$ cat src/rtl/distance_filter.sv
// ---------------------------------------------------------------------------
// distance_filter
//
// Post-processing stage that sits directly after the ultrasonic ranging
// driver. The module captures each distance sample on the driver's one-cycle
// end-of-echo strobe and discards samples that are out of range. It keeps a
// moving average over the last 2^LOG2_N accepted samples. From that average
// it drives an "object near" alarm with hysteresis, and it raises a stale
// flag when no sample has been accepted for a long time.
//
// Ports
//   clk         in   1    system clock
//   rst         in   1    synchronous, active-high reset
//   sample_in   in   DW   distance sample, valid in the sample_stb cycle
//   sample_stb  in   1    one-cycle strobe from the ranging driver
//   avg_out     out  DW   windowed average, held between updates
//   avg_valid   out  1    one-cycle pulse: avg_out/alarm just updated
//   alarm       out  1    object-near flag with hysteresis
//   stale       out  1    no accepted sample for TIMEOUT_CYC cycles
//   rejected    out  1    one-cycle pulse: sample discarded (out of range)
//   overrun     out  1    one-cycle pulse: strobe arrived while busy
//
// Handshake: the module has no back-pressure. A strobe in IDLE is always
// taken. A strobe in ACCUM or OUTPUT is dropped and flagged on overrun in
// the following cycle. Every output pulse lasts exactly one cycle.
// ---------------------------------------------------------------------------
module distance_filter #(
    parameter int             DW          = 12,
    parameter int             LOG2_N      = 3,
    parameter logic [DW-1:0]  MAX_VALID   = 12'd4000,
    parameter logic [DW-1:0]  NEAR_TH     = 12'd300,
    parameter logic [DW-1:0]  HYST        = 12'd20,
    parameter int             TIMEOUT_CYC = 6_000_000
) (
    input  logic          clk,
    input  logic          rst,
    input  logic [DW-1:0] sample_in,
    input  logic          sample_stb,
    output logic [DW-1:0] avg_out,
    output logic          avg_valid,
    output logic          alarm,
    output logic          stale,
    output logic          rejected,
    output logic          overrun
);

    localparam int DEPTH = 1 << LOG2_N;
    localparam int SW    = DW + LOG2_N;
    localparam int TW    = (TIMEOUT_CYC > 1) ? $clog2(TIMEOUT_CYC) : 1;

    localparam logic [LOG2_N:0] FULL     = {1'b1, {LOG2_N{1'b0}}};
    localparam logic [TW-1:0]   TO_LAST  = TW'(TIMEOUT_CYC - 1);
    // One bit wider than the average, so NEAR_TH + HYST cannot wrap.
    localparam logic [DW:0]     CLEAR_TH = {1'b0, NEAR_TH} + {1'b0, HYST};

    typedef enum logic [1:0] {
        IDLE   = 2'd0,
        ACCUM  = 2'd1,
        OUTPUT = 2'd2
    } state_t;

    state_t state, state_n;

    logic [DW-1:0]     s_reg;
    logic [DW-1:0]     win_mem [DEPTH];
    logic [SW-1:0]     sum;
    logic [LOG2_N-1:0] wp;
    logic [LOG2_N:0]   fill;
    logic [TW-1:0]     tcnt;

    logic          in_range;
    logic          accept;
    logic          timeout_hit;
    logic [DW-1:0] new_avg;

    assign in_range = (sample_in != '0) && (sample_in <= MAX_VALID);
    assign accept   = (state == IDLE) && sample_stb && in_range;
    assign new_avg  = sum[SW-1:LOG2_N];

    // Accepted strobes and the ACCUM cycle both restart the timeout. The
    // timeout therefore cannot fire in the cycle a strobe is accepted.
    assign timeout_hit = !stale && !accept && (state != ACCUM) && (tcnt == TO_LAST);

    // ------------------------------------------------------------------
    // FSM
    // ------------------------------------------------------------------
    always_ff @(posedge clk) begin
        if (rst) begin
            state <= IDLE;
        end else begin
            state <= state_n;
        end
    end

    always_comb begin
        state_n = state;
        case (state)
            IDLE:    if (accept) state_n = ACCUM;
            ACCUM:   state_n = OUTPUT;
            OUTPUT:  state_n = IDLE;
            default: state_n = IDLE;
        endcase
    end

    // ------------------------------------------------------------------
    // Capture, pulse outputs and window accumulation
    // ------------------------------------------------------------------
    always_ff @(posedge clk) begin
        if (rst) begin
            s_reg     <= '0;
            sum       <= '0;
            wp        <= '0;
            fill      <= '0;
            avg_out   <= '0;
            avg_valid <= 1'b0;
            alarm     <= 1'b0;
            rejected  <= 1'b0;
            overrun   <= 1'b0;
            for (int i = 0; i < DEPTH; i++) begin
                win_mem[i] <= '0;
            end
        end else begin
            avg_valid <= 1'b0;
            rejected  <= 1'b0;
            overrun   <= 1'b0;

            if (state == IDLE && sample_stb) begin
                s_reg    <= sample_in;
                rejected <= !in_range;
            end

            if (state != IDLE && sample_stb) begin
                overrun <= 1'b1;
            end

            // The running sum swaps the oldest entry for the new sample.
            // The window holds at most DEPTH samples of DW bits, so SW bits
            // are always enough.
            if (state == ACCUM) begin
                sum         <= sum - {{LOG2_N{1'b0}}, win_mem[wp]}
                                   + {{LOG2_N{1'b0}}, s_reg};
                win_mem[wp] <= s_reg;
                wp          <= wp + 1'b1;
                if (fill != FULL) begin
                    fill <= fill + 1'b1;
                end
            end

            // During warm-up, avg_out and alarm keep their previous values.
            if (state == OUTPUT && fill == FULL) begin
                avg_out   <= new_avg;
                avg_valid <= 1'b1;
                if (new_avg < NEAR_TH) begin
                    alarm <= 1'b1;
                end else if ({1'b0, new_avg} >= CLEAR_TH) begin
                    alarm <= 1'b0;
                end
            end

            // A timeout flushes the window so that warm-up restarts. This
            // assignment comes last so that it overrides the updates above.
            if (timeout_hit) begin
                sum   <= '0;
                fill  <= '0;
                alarm <= 1'b0;
                for (int i = 0; i < DEPTH; i++) begin
                    win_mem[i] <= '0;
                end
            end
        end
    end

    // ------------------------------------------------------------------
    // Timeout / stale tracking
    // ------------------------------------------------------------------
    always_ff @(posedge clk) begin
        if (rst) begin
            tcnt  <= '0;
            stale <= 1'b0;
        end else if (state == ACCUM) begin
            tcnt  <= '0;
            stale <= 1'b0;
        end else if (accept) begin
            tcnt <= '0;
        end else if (timeout_hit) begin
            stale <= 1'b1;
        end else if (!stale) begin
            tcnt <= tcnt + 1'b1;
        end
    end

endmodule

$ cat config.mk
export PLATFORM = sky130hd
export DESIGN_NAME = distance_filter
export DESIGN_NICKNAME = d
export VERILOG_FILES = /design/src/rtl/distance_filter.sv
export SDC_FILE = /design/constraint.sdc
export NUM_CORES = 1
export LEC_CHECK = 0
export CORE_UTILIZATION = 48
export DETAILED_ROUTE_END_ITERATION = 10
export GPL_TIMING_DRIVEN = 0
export PLACE_DENSITY = 0.68
export SETUP_SLACK_MARGIN = 0.4
export SYNTH_ARGS = -nofsm -noshare
export SYNTH_HDL_FRONTEND = slang
export SYNTH_SLANG_ARGS = --single-unit
$ cat constraint.sdc
create_clock -name clk -period 4.35 [get_ports clk]
set_clock_uncertainty 0.2 [all_clocks]
set_input_delay 1.0875 -clock clk [delete_from_list [all_inputs] [get_ports clk]]
set_output_delay 1.0875 -clock clk [all_outputs]
set_load 0.005 [all_outputs]
After elaboration in Yosys (flattened, before gate mapping)
Memory sizes are Yosys's and may differ from the RTL's. A register that Yosys moved wholly into a read port is not among the register bits.
Index checks and enable logic that the tools add are counted.
- flip-flop bits (word level): 76
- memory bits (writable): 96
- bits of input ports: 15
- output and inout port bits: 17
- word-level logic and storage cells: 91
- memories kept: 1
- add/subtract/negate cells: 5
- order comparisons: 3
- equal/unequal tests: 7
- mux-type cells: 27
- bitwise operators: 12
- reduce and logical (&&, ||, !) cells: 24
- memories (memory ; depth ; width ; read ports ; clocked after Yosys merged registers in ; wr ports ; RTL line ; RTL):
    win_mem ; 8 ; 12 ; 1 ; 1 ; 8 ; 65 ; logic [DW-1:0] win_mem [DEPTH];
- operators by type and width (kind ; count):
    12-bit 2-to-1 mux ; 9
    23-bit by 1-bit adder with 23-bit output (second input constant) ; 1
    23-bit == test (second input constant) ; 1
    15-bit by 12-bit adder with 15-bit output ; 1
    15-bit by 12-bit subtractor with 15-bit output ; 1
    1-bit 2-to-1 mux ; 13
    12-bit by 9-bit >= comparator with 1-bit output (second input constant) ; 1
    12-bit <= comparator (second input constant) ; 1
    12-bit by 9-bit < comparator with 1-bit output (second input constant) ; 1
    12-bit nonzero test ; 1
    12-bit OR reduction ; 1
    3-bit 2-to-1 mux ; 3
    1-bit logical AND ; 8
    1-bit OR ; 8
    2-bit AND reduction ; 4
    2-bit OR reduction ; 3
    4-bit by 1-bit adder with 4-bit output (second input constant) ; 1
    4-bit == test (second input constant) ; 1
    4-bit != test (second input constant) ; 1
    1-bit NOT ; 4
    2-bit case mux with 2 select lines ; 1
    2-bit nonzero test ; 2
    3-bit by 1-bit adder with 3-bit output (second input constant) ; 1
    1-bit zero test ; 3
    other kinds (7) ; 7

Depth between registers and ports, before layout
Gate-level depths: netlist of run 1.
- depth after elaboration: 12
- gate-level depth with buffers: 15
- depth with buffers taken out: 13

Least setup slack after synthesis of run 1
No wires, ideal clock.
- path kind: register to register
- start: register (tool-made name)
- end: register sum[10]
- setup time: 0.074 ns
- arrival time: 3.889 ns
- required time: 4.076 ns
- slack: 0.187 ns
- cell stages (with the launch flop): 13
- path buffers: 2
- period minus slack after synthesis: 4.163 ns
- path through: dfxtp_1 clkbuf_1 buf_2 mux4_2 mux2_2 fa_1 fa_1 and2b_1 o2111ai_1 a32oi_1 a31oi_1 or3_1 a31oi_1
- RTL lines (what ; RTL line ; RTL):
    to (signal assigned) ; 140 ; sum <= sum - {{LOG2_N{1'b0}}, win_mem[wp]}
    to (decl) ; 66 ; logic [SW-1:0] sum;

==> flow_metrics.py, run 1 <==
metrics = {
    "final_layout": {
        "regMostFlops": "win_mem",
        "layout_commonest_cell": "edfxtp_1",
        "nets": 913,
        "multi_input_area_um2": 3920,
        "syn2layout_area_growth_pct": 18.3,
        "fillers": 1493,
        "mostFrequentLayoutCells": "edfxtp_1 (96), dfxtp_1 (78), nor3_1 (76)",
        "fin_util_pct": 58.7,
        "drive_gt1_share_pct": 15.1,
        "diodes": 0,
        "final-seq-area_um2": 4470,
        "reg_top3": "win_mem (96), tcnt (23), sum (15)",
        "largest_reg_flops": 96,
    },
    "global_routing": {
        "grt_pass1_vias": 6295,
        "grt_overflow_total": 0,
        "grt_max_degree": 17,
        "antenna_found_initial": 0,
        "grt_pass1_wl_um": 33800,
        "track_usage_pct": 24.6,
    },
    "power_and_ir_drop": {
        "netSwitchingPower_w": 0.00116,
        "ir_worst_vdd_mv": 0.296,
        "power_frac_clock_pct": 37.7,
        "internal_power_w": 0.00315,
        "seq_power_share_pct": 42.6,
        "p_leak_nw": 3.55,
        "swShare_pct": 26.9,
        "combPwrFrac_pct": 19.7,
        "p_per_area_nw_per_um2": 422,
    },
    "worst_setup_path": {
        "crit_slowest_cell": "fa_2",
        "cp_common_cell": "a2111o_1",
        "crit_buf_inv": 3,
        "startpoint_type": "flop",
        "cp-end-kind": "flop",
        "worstPathMaxFanout": 8,
        "cp.required_ns": 4.50,
        "cp_slowest_stage_delay_ns": 0.57,
        "crit_family": "compound AO/OA/AOI/OAI gates",
        "cp_cell_sequence": "buf_8 -> buf_12 -> mux4_2 -> mux2_4 -> fa_2 -> inv_2 -> ha_4 -> a211oi_4 -> or2_1 -> a2111o_1 -> a2111o_1 -> a31oi_1",
        "crit_type": "reg -> reg",
        "arrival_ns": 4.05,
    },
    "clock_network": {
        "cts_max_path_buffers": 2,
        "cts_tree": "yes",
        "cts_sinks": 175,
        "cts.clk_slew.worst_paths_ns": 0.06,
        "cts_buffers": 17,
        "clock_latency_ns": 0.44,
        "hold_buffers": 0,
        "root_buffer": "clkbuf_16",
        "htreeDepth": 4,
    },
    "synth": {
        "syn_nets": 847,
        "synthArstFlopShare_pct": 0,
        "netlist_area_um2": 8650,
        "synth_top_area_share_pct": 33.3,
        "synth_largest_area_cell": "edfxtp_1",
        "avgSynthCellArea_um2": 10.8,
        "synth_edf_count": 96,
        "ys_seq_area_share_pct": 51.6,
        "synthDistinctLibCells": 65,
        "ys_ff_latch": 175,
        "synthTopCellsByArea": "edfxtp_1 (33%), dfxtp_1 (18%), mux4_2 (6.3%), nor3_1 (4.4%), ha_1 (3.0%)",
        "synthFlopType": "edfxtp_1",
        "syn_inst": 799,
        "ys_warn_count": 0,
    },
    "timing": {
        "finalCritPeriodShare_pct": 89.5,
        "tightest_slew_ns": 0.693,
        "grt_setup_unrepaired": "true",
        "fmax_mhz": 257,
        "fin_ws_ns": 0.456,
        "slew_headroom_pct": 53.8,
        "setup_viol": 0,
        "hold_viol_final": 0,
        "finalMaxSlewViolations": 0,
        "fin_crit_ns": 3.89,
    },
    "outcome": {
        "status": "finished, final reports clean",
    },
    "placement": {
        "gp_congestion": 0.851,
        "port_buffers": 30,
        "dp_hpwl_um": 14100,
        "place_ws_ns": -0.262,
    },
    "floorplanning": {
        "pin_count": 32,
        "die_h_um": 136,
        "die_w_um": 136,
        "dieArea_um2": 18600,
        "rows": 48,
        "core_area_um2": 17400,
        "initial_utilization_pct": 49.6,
    },
    "routing": {
        "avgRoutedWirePerCell_um": 19.2,
        "first_pass_iters": 5,
        "num_vias": 6391,
        "wirelength_um": 21200,
        "drtIter0Drc": 555,
        "drc": 0,
        "routed_via_density": 5.79,
        "drtAntennaViolNets": 0,
    },
    "run": {
        "maxCapViolations": 0,
    },
    "hold_path": {
        "min_path_type": "reg -> reg",
    },
}
[stage by stage]
stage	std cells	hold WS [ns]	cell area, um^2	total power [W]	TNS [ns]
after floorplan	799	0.232	8650	0.00237	0
after global placement	1054	0.242	9230	0.00254	-0.982
after detailed placement	1054	0.247	9230	0.00254	-0.818
after CTS	1096	0.255	10100	0.00424	0
after global routing	1103	0.275	10200	0.00447	0
final	1103	0.254	10200	0.00432	0
[power groups by stage]
stage | clock [W] | combinational, W | sequential (W)
final | 0.00163 | 0.000850 | 0.00184
after global routing | 0.00169 | 0.000933 | 0.00185
after CTS | 0.00163 | 0.000775 | 0.00184
after detailed placement | 0 | 0.000670 | 0.00187
after global placement | 0 | 0.000665 | 0.00187
after floorplan | 0 | 0.000511 | 0.00186
[cells in the mapped netlist (all sizes together) (9+ instances only)]
cell type  instances
buf                9
edfxtp            96
mux2              12
o21ai             14
nand2             57
nor2              54
clkinv            11
dfxtp             79
fa                12
nand3             19
or3               13
nor3              78
xor2              15
nand2b             9
clkbuf            44
nor4              26
mux4              24
a21oi             40
mux2i             15
xnor2              9
and2              11
ha                21
inv               50
[timing repair]
| item | in CTS | in global routing |
|---|---|---|
| setup endpoints to repair | 12 | 7 |
| buffers inserted | 10 | 7 |
| pin swaps | 11 | 15 |
| cloned | 0 | 0 |
| resized for setup | 35 | 27 |
[cell type report]
class | count | area share [%]
multi-input cells | 510 | 38.3
plain buffers | 53 | 2.75
repair buffers | 47 | 4.22
clock inverters | 14 | 1.86
well taps | 225 | 2.75
inverters | 61 | 2.24
clock buffers | 18 | 4.20
flip-flops and latches | 175 | 43.7
[worst register-to-register path, delay by kind of cell, from the launching register on]
kind,cells,cell delay [ns]
AOI/OAI and AO/OA,4,1.09
adders and majority gates,2,0.85
muxes,2,0.79
DFF,1,0.33
buffers and inverters,3,0.32
and+or+nand+nor,1,0.23
[routing by layer]
metal	track usage [%]	wire length, um
met5	0	0
met2	39.6	10300
met3	3.54	1070
met1	33.8	9460
met4	8.83	388
[worst paths after layout]
path | startpoint | to | slack, ns | depth (start not counted)
worst max-delay path | flop | sum[13]$_SDFFE_PP0P_ | 0.46 | 12
worst min-delay path | sum[0]$_SDFFE_PP0P_ | sum[0]$_SDFFE_PP0P_ | 0.25 | 2
worst max register to register | flop | sum[13]$_SDFFE_PP0P_ | 0.46 | 12
worst min register to register | sum[0]$_SDFFE_PP0P_ | sum[0]$_SDFFE_PP0P_ | 0.25 | 2
[cell families after synthesis]
| group | Yosys count | synth area share (%) |
|---|---|---|
| muxes | 51 | 9.55 |
| buffers and inverters | 114 | 5.27 |
| and+or+nand+nor | 305 | 18.1 |
| AOI/OAI and AO/OA | 97 | 7.19 |
| xor gates and xnor gates | 24 | 2.43 |
| DFF | 175 | 51.6 |
| adders and majority gates | 33 | 5.82 |
(Power assumes the default switching activity.)
==> run 2, diff against run 1 <==
--- a/config.mk
+++ b/config.mk
@@ -5,6 +5,7 @@
 export SDC_FILE = /design/constraint.sdc
 export NUM_CORES = 1
 export LEC_CHECK = 0
+export CAP_MARGIN = 20
 export CORE_UTILIZATION = 48
 export DETAILED_ROUTE_END_ITERATION = 10
 export GPL_TIMING_DRIVEN = 0
==> results of run 2 <==
Final layout, timing and power as in run 1 (identical DEF).
